$ cat config.mk
export PLATFORM = sky130hd
export DESIGN_NAME = pipelined_cla_adder
export DESIGN_NICKNAME = d
export VERILOG_FILES = /design/src/rtl/pipelined_cla_adder.sv
export SDC_FILE = /design/constraint.sdc
export NUM_CORES = 1
export LEC_CHECK = 0
export CORE_ASPECT_RATIO = 0.75
export CORE_UTILIZATION = 54
export DETAILED_ROUTE_END_ITERATION = 10
export PLACE_DENSITY = 0.92
export SYNTH_ARGS = -nofsm -noshare
export SYNTH_HDL_FRONTEND = slang
export SYNTH_SLANG_ARGS = --single-unit
$ cat constraint.sdc
create_clock -name clk -period 3.3 [get_ports clk]
set_input_delay 0.99 -clock clk [delete_from_list [all_inputs] [get_ports clk]]
set_output_delay 0.99 -clock clk [all_outputs]
set_load 0.01 [all_outputs]
$ cat src/rtl/pipelined_cla_adder.sv
// Pipelined carry-lookahead adder/subtractor with a valid/ready handshake.
// The word is cut into PIPE_STAGES slices. Each slice is a two-level CLA
// (4-bit groups plus group lookahead), and the carry between slices is
// registered. A single global advance enable moves the whole pipeline,
// so a stalled output freezes every stage in place.

// One slice: bit G/P, 4-bit group G/P, flat lookahead for the group carries,
// then flat lookahead inside each group. No carry ripples between groups.
module cla_slice #(
    parameter int W = 8
) (
    input  logic [W-1:0] a,
    input  logic [W-1:0] b,
    input  logic         cin,
    output logic [W-1:0] sum,
    output logic         cout,
    output logic         cmsb
);
    localparam int NG = W / 4;

    logic [W-1:0]  g, p;
    logic [NG-1:0] gg, gp;
    logic [NG:0]   gc;
    logic [W:0]    c;

    // Bit and group generate/propagate, then both lookahead levels.
    always_comb begin
        logic term;
        g  = a & b;
        p  = a ^ b;
        gg = '0;
        gp = '0;
        gc = '0;
        c  = '0;
        for (int j = 0; j < NG; j++) begin
            gg[j] = g[4*j+3]
                  | (p[4*j+3] & g[4*j+2])
                  | (p[4*j+3] & p[4*j+2] & g[4*j+1])
                  | (p[4*j+3] & p[4*j+2] & p[4*j+1] & g[4*j]);
            gp[j] = &p[4*j +: 4];
        end
        // Group carries: each one is a sum of products over all lower groups.
        for (int j = 0; j <= NG; j++) begin
            gc[j] = cin;
            for (int m = 0; m < j; m++) gc[j] = gc[j] & gp[m];
            for (int i = 0; i < j; i++) begin
                term = gg[i];
                for (int m = i + 1; m < j; m++) term = term & gp[m];
                gc[j] = gc[j] | term;
            end
        end
        // Bit carries inside each group, seeded by that group's carry-in.
        for (int j = 0; j < NG; j++) begin
            for (int k = 0; k < 4; k++) begin
                c[4*j+k] = gc[j];
                for (int m = 0; m < k; m++) c[4*j+k] = c[4*j+k] & p[4*j+m];
                for (int i = 0; i < k; i++) begin
                    term = g[4*j+i];
                    for (int m = i + 1; m < k; m++) term = term & p[4*j+m];
                    c[4*j+k] = c[4*j+k] | term;
                end
            end
        end
        c[W] = gc[NG];
    end

    assign sum  = p ^ c[W-1:0];
    assign cout = c[W];
    assign cmsb = c[W-1];
endmodule

module pipelined_cla_adder #(
    parameter int DATA_WIDTH  = 16,
    parameter int PIPE_STAGES = 2,
    parameter int GROUP_WIDTH = 4
) (
    input  logic                  clk,
    input  logic                  rst_n,
    input  logic                  in_valid,
    output logic                  in_ready,
    input  logic [DATA_WIDTH-1:0] inData_A,
    input  logic [DATA_WIDTH-1:0] inData_B,
    input  logic                  cin,
    input  logic                  sub,
    output logic                  out_valid,
    input  logic                  out_ready,
    output logic [DATA_WIDTH-1:0] outData,
    output logic                  cout,
    output logic                  overflow
);
    localparam int SLICE = DATA_WIDTH / PIPE_STAGES;

    if (GROUP_WIDTH != 4) begin : g_bad_group
        $error("GROUP_WIDTH must be 4");
    end
    if ((PIPE_STAGES < 1) || (DATA_WIDTH % (4 * PIPE_STAGES) != 0)) begin : g_bad_split
        $error("DATA_WIDTH must be a multiple of 4*PIPE_STAGES");
    end

    logic                                  adv;
    logic [DATA_WIDTH-1:0]                 b_eff;
    logic                                  carry0;
    logic [PIPE_STAGES-1:0]                vld_pipe, c_q;
    logic [PIPE_STAGES-1:0][DATA_WIDTH-1:0] a_q, b_q, r_q;
    logic                                  ovf_q;

    // Subtract is A + ~B + 1; cin is ignored in that mode.
    assign b_eff  = sub ? ~inData_B : inData_B;
    assign carry0 = sub | cin;
    assign adv    = !out_valid || out_ready;
    assign in_ready = adv;

    for (genvar k = 0; k < PIPE_STAGES; k++) begin : g_stage
        logic [DATA_WIDTH-1:0] a_in, b_in, r_in, r_nxt, a_r, b_r, r_r;
        logic                  c_in, v_in, v_r, c_r;
        logic [SLICE-1:0]      s;
        logic                  co, cm;

        if (k == 0) begin : g_head
            assign a_in = inData_A;
            assign b_in = b_eff;
            assign c_in = carry0;
            assign v_in = in_valid;
            assign r_in = '0;
        end else begin : g_body
            assign a_in = a_q[k-1];
            assign b_in = b_q[k-1];
            assign c_in = c_q[k-1];
            assign v_in = vld_pipe[k-1];
            assign r_in = r_q[k-1];
        end

        cla_slice #(.W(SLICE)) u_slice (
            .a    (a_in[k*SLICE +: SLICE]),
            .b    (b_in[k*SLICE +: SLICE]),
            .cin  (c_in),
            .sum  (s),
            .cout (co),
            .cmsb (cm)
        );

        // Lower result slices ride along; this stage fills in its own slice.
        always_comb begin
            r_nxt = r_in;
            r_nxt[k*SLICE +: SLICE] = s;
        end

        // Stage register: loads from predecessor on advance, else holds.
        always_ff @(posedge clk or negedge rst_n) begin
            if (!rst_n) begin
                v_r <= 1'b0;
                c_r <= 1'b0;
                a_r <= '0;
                b_r <= '0;
                r_r <= '0;
            end else if (adv) begin
                v_r <= v_in;
                c_r <= co;
                a_r <= a_in;
                b_r <= b_in;
                r_r <= r_nxt;
            end
        end

        assign vld_pipe[k] = v_r;
        assign c_q[k]      = c_r;
        assign a_q[k]      = a_r;
        assign b_q[k]      = b_r;
        assign r_q[k]      = r_r;

        if (k == PIPE_STAGES - 1) begin : g_tail
            // Signed overflow: carry into MSB differs from carry out of MSB.
            always_ff @(posedge clk or negedge rst_n) begin
                if (!rst_n)   ovf_q <= 1'b0;
                else if (adv) ovf_q <= cm ^ co;
            end
        end
    end

    assign out_valid = vld_pipe[PIPE_STAGES-1];
    assign outData   = r_q[PIPE_STAGES-1];
    assign cout      = c_q[PIPE_STAGES-1];
    assign overflow  = ovf_q;
endmodule
==> run metrics, run 1 <==
Detailed Route WL roughly 4900 microns; die width around 80 microns; Vias slightly below 2000; root buf cell clkbuf_8; initial drt markers 94; Sink Count 45; Crit Path Class primary input to register; vias in the first global route between 1500 and 2000; Worst setup EP type register; total power about 2.0 mW; slowest CP cell clkdlybuf4s50_1; CTS clock-pin slew for the worst setup and hold paths approximately 80 ps; final hold vios 0; Mapped Nets between 300 and 400; Worst setup SP type primary input; first-pass GRT wire length about 7700 microns; H-tree depth 2; Worst VDD drop between 0.3 and 0.4 mV; CP top delay family compound AO/OA/AOI/OAI gates; post-route setup TNS 0 ps; DP HPWL approximately 3700 microns; fillcell total between 300 and 400; DP Area about 0.0031 sq mm; status finished, final reports clean; Pre-antenna DRT Iters 4; CTS tree yes; Leak between 1.5 and 2 nW; Die H around 61 microns; Max-slew headroom 35.94%; TritonCTS buffer count 5; top_reg_cell synth dfrtp_1; IO buf count 57; Routed WL per cell between 10 and 15 microns; skew final slightly below 9 ps; Place WS -149.0 ps; Starting Density 56.50%; min cycle time layout between 3000 and 4000 ps; Power Dens Cells between 600 and 700 mW/mm^2; placed cells 379; register area share after synthesis between 40 and 50%; Final WS setup 181.6 ps; core box area around 0.0045 sq mm; Die Footprint between 0.004 and 0.005 sq mm; Worst EP arrival approximately 3300 ps; io pins 58; Detail Route Antenna Nets 0; footprint of the multi-input gates 0.001277 sq mm; Syn-to-layout area delta 27.94%; Synth cell types 31; Slew Viols, Final 0; fmax around 320 MHz; Post-synth EDFFs 0; largest net degree at the start of global routing 50; Final GP Congestion between 0.8 and 0.9; GR Util All Layers about a fifth; critical-path maximum fanout 5; clock latency on the worst-skew pair ~300 ps; Mean Syn Cell Area between 9 and 10 sq um; synthesized flop and latch total between 40 and 50; Crit path top cell by count ha_1; Remaining DRCs 0; mapped cell area ~0.0025 sq mm; Final Setup Violations 0; critical path cell sequence clkdlybuf4s50_1 > xor2_1 > ha_1 > a21oi_1 > o21ai_1 > a21oi_2 > inv_1 > ha_1 > o211ai_1 > nand2_1 > xnor2_1 > o21ai_0; worst path required time between 3000 and 4000 ps; asr flop ratio synth 100.0%; fin nets roughly 390; Final period util 94.50%; antenna violations before repair 0; CP Buf/Inv Count 2; max_cap viols 0; clk buf depth 2; commonest non-fill, non-tap cells in the layout nand2_1 (70), clkdlybuf4s50_1 (56), dfrtp_1 (45); commonest non-fill, non-tap cell in the layout nand2_1; post-route insts no fill about 390; final instance area about 0.0032 sq mm; Congestion Overflow GR 0; RSZ-0062 raised after global routing false; Slew @ Worst Pin between 900 and 1000 ps; FP Rows 21; CTS Hold Bufs 0; setup bufs post-CTS 0; via/cell ratio just over 5; register area approximately 0.0011 sq mm; layout cells sized above 1 between 6 and 7%; post_cts resized 0; # diodes 0; Post-Syn Instances 270; HP Class register to register; warnings from Yosys 0; worst stage delay on the critical path ~600 ps
[final timing paths]
path	startpoint	endpoint	slack, ps	depth (start not counted)
min	g_stage[0].v_r$_DFFE_PN0P_	out_valid$_DFFE_PN0P_	460	1
min reg2reg	g_stage[0].v_r$_DFFE_PN0P_	out_valid$_DFFE_PN0P_	460	1
max	sub	g_stage[0].r_r[7]$_DFFE_PN0P_	180	12
max reg2reg	g_stage[0].a_r[10]$_DFFE_PN0P_	outData[15]$_DFFE_PN0P_	910	10
min in group asynchronous	rst_n	g_stage[0].b_r[11]$_DFFE_PN0P_	830	1
max in group asynchronous	rst_n	g_stage[0].a_r[14]$_DFFE_PN0P_	1860	1
[final cells by class]
class	instances	area share [%]
Clock buffer	5	2.119
Inverter	12	1.464
Timing Repair Buffer	64	19.03
Multi-Input combinational cell	201	39.33
Clock inverter	2	1.194
Tap cell	57	2.196
Sequential cell	45	34.67
[per-stage QoR]
stage | hold slack (ps) | util, %
global placement | 440.2 | 69.90
global route | 475.9 | 72.29
detailed placement | 446.2 | 69.90
floorplan | 430.0 | -
finish | 460.2 | 72.29
CTS | 464.0 | 72.29
[worst register-to-register path, cell delays in order, from the launching register on]
cell	delay, ps
dfrtp_1	390
ha_1	340
a21oi_1	210
o21ai_0	120
nand2_1	80
nand2_1	100
ha_1	230
o211a_1	230
a211oi_2	290
xor2_1	180
a21oi_1	80
[kinds of logic after synthesis]
group	count (synthesis)	synth area share, %
AND/OR/NAND/NOR	95	14.98
AO/OA/AOI/OAI	52	11.78
flip-flops	45	44.36
XOR/XNOR	28	9.660
buffers and inverters	24	5.421
adder cells (fa/ha/maj)	24	13.01
multiplexers	2	0.7886
[layer usage]
layer | vias to the layer above | wire [microns] | GRT usage, %
met1 | 912 | 2288 | 28.23
met2 | 54 | 2246 | 34.33
li1 | 1007 | - | -
met3 | 2 | 295 | 5.630
met5 | - | 0 | 0
met4 | 0 | 29 | 5.357
[Yosys cell counts (all sizes together) (2+ instances only)]
cell type | number | area share (%)
o211ai | 5 | 1.5
nor2 | 15 | 2.2
nand2 | 70 | 10
ha | 20 | 9.9
xor2 | 13 | 4.5
buf | 11 | 3.4
xnor2 | 15 | 5.2
mux2i | 2 | 0.79
nand2b | 5 | 1.2
o21ai | 22 | 4.3
inv | 12 | 1.9
nand4 | 2 | 0.49
a21oi | 19 | 3.9
a211oi | 2 | 0.79
dfrtp | 45 | 44
fa | 4 | 3.2
[sequential cells by signal (all words and copies together) (netlist names)]
| register | count |
|---|---|
| cout | 1 |
| g_stage.a_r | 8 |
| g_stage.b_r | 8 |
| g_stage.c_r | 1 |
| g_stage.r_r | 8 |
| g_stage.v_r | 1 |
| outData | 16 |
| out_valid | 1 |
| overflow | 1 |
[report_power, final]
group,internal [mW],switching (mW)
clock,0.224,0.183
combinational,0.409,0.362
sequential,0.710,0.0909
Power figures use the tool's default switching activity.
==> run 2: changes to the inputs <==
CTS_CLUSTER_SIZE = 24   (was default)
==> results of run 2 <==
Final layout, timing and power as in run 1 (identical DEF).
